==> src/rtl/cp0_reg.sv <==
// CP0 register file: BadVAddr, Count, Compare, Status, Cause, EPC with MFC0/MTC0 ports.
// Define CP0_TIMER_EN to enable the Count/Compare timer; otherwise both read 0 and TI stays 0.
module cp0_reg (
  input  logic        clk,
  input  logic        resetn,
  input  logic        cp0_we,
  input  logic [4:0]  cp0_waddr,
  input  logic [2:0]  cp0_wsel,
  input  logic [31:0] cp0_wdata,
  input  logic [4:0]  cp0_raddr,
  input  logic [2:0]  cp0_rsel,
  output logic [31:0] cp0_rdata,
  input  logic [4:0]  excepttype_i,
  input  logic [31:0] exc_pc_i,
  input  logic        is_in_delayslot_i,
  input  logic [31:0] badvaddr_i,
  input  logic [5:0]  int_i,
  output logic [31:0] cp0_status,
  output logic [31:0] cp0_cause,
  output logic [31:0] cp0_epc,
  output logic [31:0] cp0_badvaddr,
  output logic        timer_int
);
  localparam logic [4:0] EXC_INT  = 5'h01;
  localparam logic [4:0] EXC_ADEL = 5'h04;
  localparam logic [4:0] EXC_ADES = 5'h05;
  localparam logic [4:0] EXC_SYS  = 5'h08;
  localparam logic [4:0] EXC_BP   = 5'h09;
  localparam logic [4:0] EXC_RI   = 5'h0a;
  localparam logic [4:0] EXC_OV   = 5'h0c;
  localparam logic [4:0] EXC_ERET = 5'h0e;

  localparam logic [4:0] REG_BADVADDR = 5'd8;
  localparam logic [4:0] REG_COUNT    = 5'd9;
  localparam logic [4:0] REG_COMPARE  = 5'd11;
  localparam logic [4:0] REG_STATUS   = 5'd12;
  localparam logic [4:0] REG_CAUSE    = 5'd13;
  localparam logic [4:0] REG_EPC      = 5'd14;

  localparam logic [31:0] STATUS_RST  = 32'h0040_0000;
  localparam logic [31:0] STATUS_MASK = 32'h0000_FF03;

  logic [31:0] status_q, status_d, cause_q, cause_d;
  logic [31:0] epc_q, epc_d, badvaddr_q, badvaddr_d;
  logic [31:0] count_q, compare_q;
  logic        ti_d;
  logic        is_eret, is_exc, wr_en;
  logic [4:0]  exccode;
  logic        exccode_vld;

  assign is_eret = (excepttype_i == EXC_ERET);
  assign is_exc  = (excepttype_i != '0) && !is_eret;
  // Any exception or ERET in flight drops the MTC0 for every register.
  assign wr_en   = cp0_we && (excepttype_i == '0) && (cp0_wsel == 3'd0);

  always_comb begin
    exccode     = '0;
    exccode_vld = 1'b1;
    case (excepttype_i)
      EXC_INT:  exccode = 5'd0;
      EXC_ADEL: exccode = 5'd4;
      EXC_ADES: exccode = 5'd5;
      EXC_SYS:  exccode = 5'd8;
      EXC_BP:   exccode = 5'd9;
      EXC_RI:   exccode = 5'd10;
      EXC_OV:   exccode = 5'd12;
      default:  exccode_vld = 1'b0;
    endcase
  end

`ifdef CP0_TIMER_EN
  logic tick_q;

  always_comb begin
    ti_d = cause_q[30];
    if (wr_en && cp0_waddr == REG_COMPARE) ti_d = 1'b0;
    else if (compare_q != '0 && count_q == compare_q) ti_d = 1'b1;
  end

  always_ff @(posedge clk or negedge resetn) begin
    if (!resetn) begin
      tick_q    <= 1'b0;
      count_q   <= '0;
      compare_q <= '0;
    end else begin
      if (wr_en && cp0_waddr == REG_COUNT) begin
        tick_q  <= 1'b0;
        count_q <= cp0_wdata;
      end else begin
        tick_q  <= ~tick_q;
        count_q <= count_q + {31'b0, tick_q};
      end
      if (wr_en && cp0_waddr == REG_COMPARE) compare_q <= cp0_wdata;
    end
  end
`else
  assign ti_d      = 1'b0;
  assign count_q   = '0;
  assign compare_q = '0;
`endif

  always_comb begin
    status_d   = status_q;
    cause_d    = cause_q;
    epc_d      = epc_q;
    badvaddr_d = badvaddr_q;
    cause_d[15:10] = {int_i[5] | cause_q[30], int_i[4:0]};
    cause_d[30]    = ti_d;
    if (is_exc) begin
      status_d[1] = 1'b1;
      if (!status_q[1]) begin
        cause_d[31] = is_in_delayslot_i;
        epc_d       = is_in_delayslot_i ? exc_pc_i - 32'd4 : exc_pc_i;
      end
      if (exccode_vld) cause_d[6:2] = exccode;
      if (excepttype_i == EXC_ADEL || excepttype_i == EXC_ADES) badvaddr_d = badvaddr_i;
    end else if (is_eret) begin
      status_d[1] = 1'b0;
    end else if (wr_en) begin
      case (cp0_waddr)
        REG_STATUS: status_d     = (cp0_wdata & STATUS_MASK) | STATUS_RST;
        REG_CAUSE:  cause_d[9:8] = cp0_wdata[9:8];
        REG_EPC:    epc_d        = cp0_wdata;
        default: ;
      endcase
    end
  end

  always_ff @(posedge clk or negedge resetn) begin
    if (!resetn) begin
      status_q   <= STATUS_RST;
      cause_q    <= '0;
      epc_q      <= '0;
      badvaddr_q <= '0;
    end else begin
      status_q   <= status_d;
      cause_q    <= cause_d;
      epc_q      <= epc_d;
      badvaddr_q <= badvaddr_d;
    end
  end

  always_comb begin
    cp0_rdata = '0;
    if (cp0_rsel == 3'd0) begin
      case (cp0_raddr)
        REG_BADVADDR: cp0_rdata = badvaddr_q;
        REG_COUNT:    cp0_rdata = count_q;
        REG_COMPARE:  cp0_rdata = compare_q;
        REG_STATUS:   cp0_rdata = status_q;
        REG_CAUSE:    cp0_rdata = cause_q;
        REG_EPC:      cp0_rdata = epc_q;
        default: ;
      endcase
    end
  end

  assign cp0_status   = status_q;
  assign cp0_cause    = cause_q;
  assign cp0_epc      = epc_q;
  assign cp0_badvaddr = badvaddr_q;
  assign timer_int    = cause_q[30];
endmodule

==> config.mk <==
export PLATFORM = sky130hd
export DESIGN_NAME = cp0_reg
export DESIGN_NICKNAME = d
export VERILOG_FILES = /design/src/rtl/cp0_reg.sv
export SDC_FILE = /design/constraint.sdc
export NUM_CORES = 1
export LEC_CHECK = 0
export ABC_AREA = 1
export CORE_AREA = 4 4 124 126
export DETAILED_ROUTE_END_ITERATION = 8
export DIE_AREA = 0 0 128 130
export HOLD_SLACK_MARGIN = 0.06
export PLACE_DENSITY = 0.8
export SYNTH_ARGS = -nofsm -noshare
export SYNTH_HDL_FRONTEND = slang
export SYNTH_SLANG_ARGS = --single-unit
==> constraint.sdc <==
create_clock -name clk -period 1.32 [get_ports clk]
set_input_delay 0.132 -clock clk [delete_from_list [all_inputs] [get_ports clk]]
set_output_delay 0.132 -clock clk [all_outputs]
set_load 0.01 [all_outputs]
==> reports/metrics.yaml, run 1 <==
synth-compound-area-share_pct: 8.63
max_clock_freq_mhz: 653
ctsRootBufferMaster: "clkbuf_16"
dp_hpwl_um: 17500
path_cells: "buf_8, nor2_4, nand4_1, clkinv_2, buf_6, buf_12, nand2_2, a41oi_2, buf_2"
grt_pass1_wl_um: 36800
power_leakage_nw: 5.65
start_util_pct: 39.3
finalCriticalPeriod_ns: 1.53
crit_type: "input port to output port"
finClkSkew_ns: 0.00508
postLayoutCoreUtil_pct: 74.6
coreArea_um2: 14300
async_flop_share_pct: 100
vias: 7312
slowest_stage: "nand4_1"
start_kind: "input port"
layout_commonest_cell: "nand2_1"
cts.sinks: 87
critPathArrivalTime_ns: 1.40
via_per_inst: 4.99
rsz0062_at_grt: "true"
period_share_pct: 116
avgSynthCellArea_um2: 6.73
ant_nets: 0
ys.flop_type: "dfrtp_1"
placed_cell_area_um2: 9390
post-route-drc-count: 0
dieArea_um2: 16600
rows: 44
endpoint_kind: "output port"
antenna_found_initial: 0
antenna_cells: 0
grt_pass1_vias: 6959
gp_congestion: 0.929
synth_top_area_share_pct: 38.7
num-fill-cells: 1046
synthAdderAreaFrac_pct: 0.222
tritoncts: "built"
dr.pass1.iters: 5
power_density_nw_per_um2: 927
crit_path_max_fanout: 7
drv_slew: 0
drive_gt1_share_pct: 33.2
seq_area_frac_synth_pct: 38.7
grt_usage_pct: 28.3
yosysTopAreaCell: "dfrtp_1"
cap_viol_max_count: 0
h-tree-depth: 3
critPathTopFamily: "buffers and inverters"
clk_pin_slew_ns: 0.06
synth.area.top_cells: "dfrtp_1 (39%), nand2_1 (23%), nor2_1 (6.5%)"
clock_latency_ns: 0.34
fp.dieH_um: 130
syn_to_final_growth_pct: 89.8
synth-simple-area-share_pct: 37.4
violations: "negative setup slack"
cts_buffers: 9
final_cell_mix: "nand2_1 (302), buf_4 (176), clkdlybuf4s50_1 (85), dfrtp_1 (84), dlygate4sd2_1 (84)"
timing_hold_violations_final: 0
synth_xor_area_share_pct: 1.56
drt_iter0_drc: 539
overflow: 0
min_path_type: "input port to flip-flop"
port_buffers: 245
synth_mux_area_share_pct: 0
ir_worst_vdd_mv: 0.547
synth_edf_count: 0
setup_viol: 34
syn_inst: 836
layout_setup_ws_ns: -0.212
drt_wl_total_um: 26100
status: "finished, violations left"
critPathMaxStageDelay_ns: 0.23
syn_area_um2: 5630
clock_path_buffers: 2
io_pins: 288
path_buf_inv: 5
design_area_um2: 10700
synth_top_family_by_area: "simple AND/OR/NAND/NOR gates"
synth_cell_types: 42
yosysWarningCount: 0
wire_per_inst_um: 17.8
finalNetCount: 1405
crit_required_ns: 1.19
grt_max_degree: 53
tns_ns: -5.04
die_x_um: 128
synth_seq_cells: 87
[final timing paths]
check	depth (start not counted)	start	endpoint	slack, ns
max	9	cp0_raddr[0]	cp0_rdata[13]	-0.21
min	1	int_i[4]	cp0_cause[14]	0.24
max reg2reg	7	cp0_status[1]	cp0_epc[11]	0.05
min reg2reg	2	cp0_badvaddr[25]	cp0_badvaddr[25]	0.50
max in group asynchronous	3	resetn	cp0_epc[16]	0.45
min in group asynchronous	2	resetn	cp0_badvaddr[5]	0.25
[timing repair]
| action | in CTS | in global routing |
|---|---|---|
| endpoints found under the hold margin | 35 | 0 |
| setup endpoints to repair | 196 | 80 |
| hold buffers | 1 | 0 |
| setup buffers | 28 | 9 |
| pin swaps | 46 | 45 |
| gates resized for setup | 399 | 134 |
| gates cloned | 7 | 2 |
[metrics by stage]
stage	power, mW	instances	hold slack (ns)	worst slack, ns
floorplan	4.52	876	-0.164	-0.00252
finish	9.90	1466	0.241	-0.212
detailed placement	6.94	1407	0.0646	-0.927
CTS	9.63	1459	0.231	-0.154
global route	10.3	1466	0.237	-0.251
global placement	6.89	1407	0.0687	-0.897
[worst reg2reg max path: stages (launching register included)]
cell	delay, ns
dfrtp_1	0.37
inv_2	0.07
buf_4	0.14
nand2_4	0.09
nand2_8	0.09
buf_8	0.16
o211ai_1	0.16
nand2_1	0.08
[metal layers]
layer  up-vias  GRT usage [%]  wire (um)
met3        89           4.91       1770
met1      3418           35.1      10100
met2       365           49.0      12900
met4         0           12.0       1320
met5         -              0          0
li1       3440              -          -
[flip-flops by register name, summed over array words and instances (netlist names)]
register,cells
cp0_badvaddr,32
cp0_epc,32
cp0_cause,13
cp0_status,10
[synth_stat cells, drive strengths merged, types with 4 or more instances]
cell / number
a21oi: 20
a41oi: 8
buf: 56
clkbuf: 12
dfrtp: 87
inv: 73
nand2: 341
nand3: 32
nand4: 17
nor2: 101
nor3: 9
o211ai: 5
o21ai: 36
o21bai: 4
or2: 5
xor2: 8
[layout make-up]
| cell class | count | area, um2 | share of cell area [%] |
|---|---|---|---|
| Inverter | 76 | 314 | 2.94 |
| Multi-Input combinational cell | 645 | 3470 | 32.5 |
| Tap cell | 184 | 230 | 2.16 |
| Clock buffer | 13 | 260 | 2.44 |
| Timing Repair Buffer | 455 | 4120 | 38.6 |
| Timing Repair inverter | 3 | 31.3 | 0.293 |
| Sequential cell | 87 | 2180 | 20.4 |
| Clock inverter | 3 | 65.1 | 0.609 |
[kinds of logic after synthesis]
| family | count (synthesis) |
|---|---|
| compound gates | 82 |
| xor+xnor | 10 |
| fa+ha+maj | 1 |
| buf+inv | 144 |
| flops | 87 |
| other cells | 2 |
| simple gates | 510 |
[power breakdown]
group,leakage (nW),switching (mW),internal (mW),total [mW]
combinational,4.39,1.68,1.80,3.47
clock,0.160,1.07,1.76,2.83
sequential,1.09,0.446,3.15,3.59
total,5.65,3.20,6.70,9.90
Note: power is estimated with default switching activity, not from simulation.
==> inputs of run 2 (changes only) <==
--- a/config.mk
+++ b/config.mk
@@ -9,6 +9,7 @@
 export CORE_AREA = 4 4 124 126
 export DETAILED_ROUTE_END_ITERATION = 8
 export DIE_AREA = 0 0 128 130
+export GPL_TIMING_DRIVEN = 1
 export HOLD_SLACK_MARGIN = 0.06
 export PLACE_DENSITY = 0.8
 export SYNTH_ARGS = -nofsm -noshare
==> results of run 2 <==
The final DEF is identical to that of run 1; final timing and power are the same.
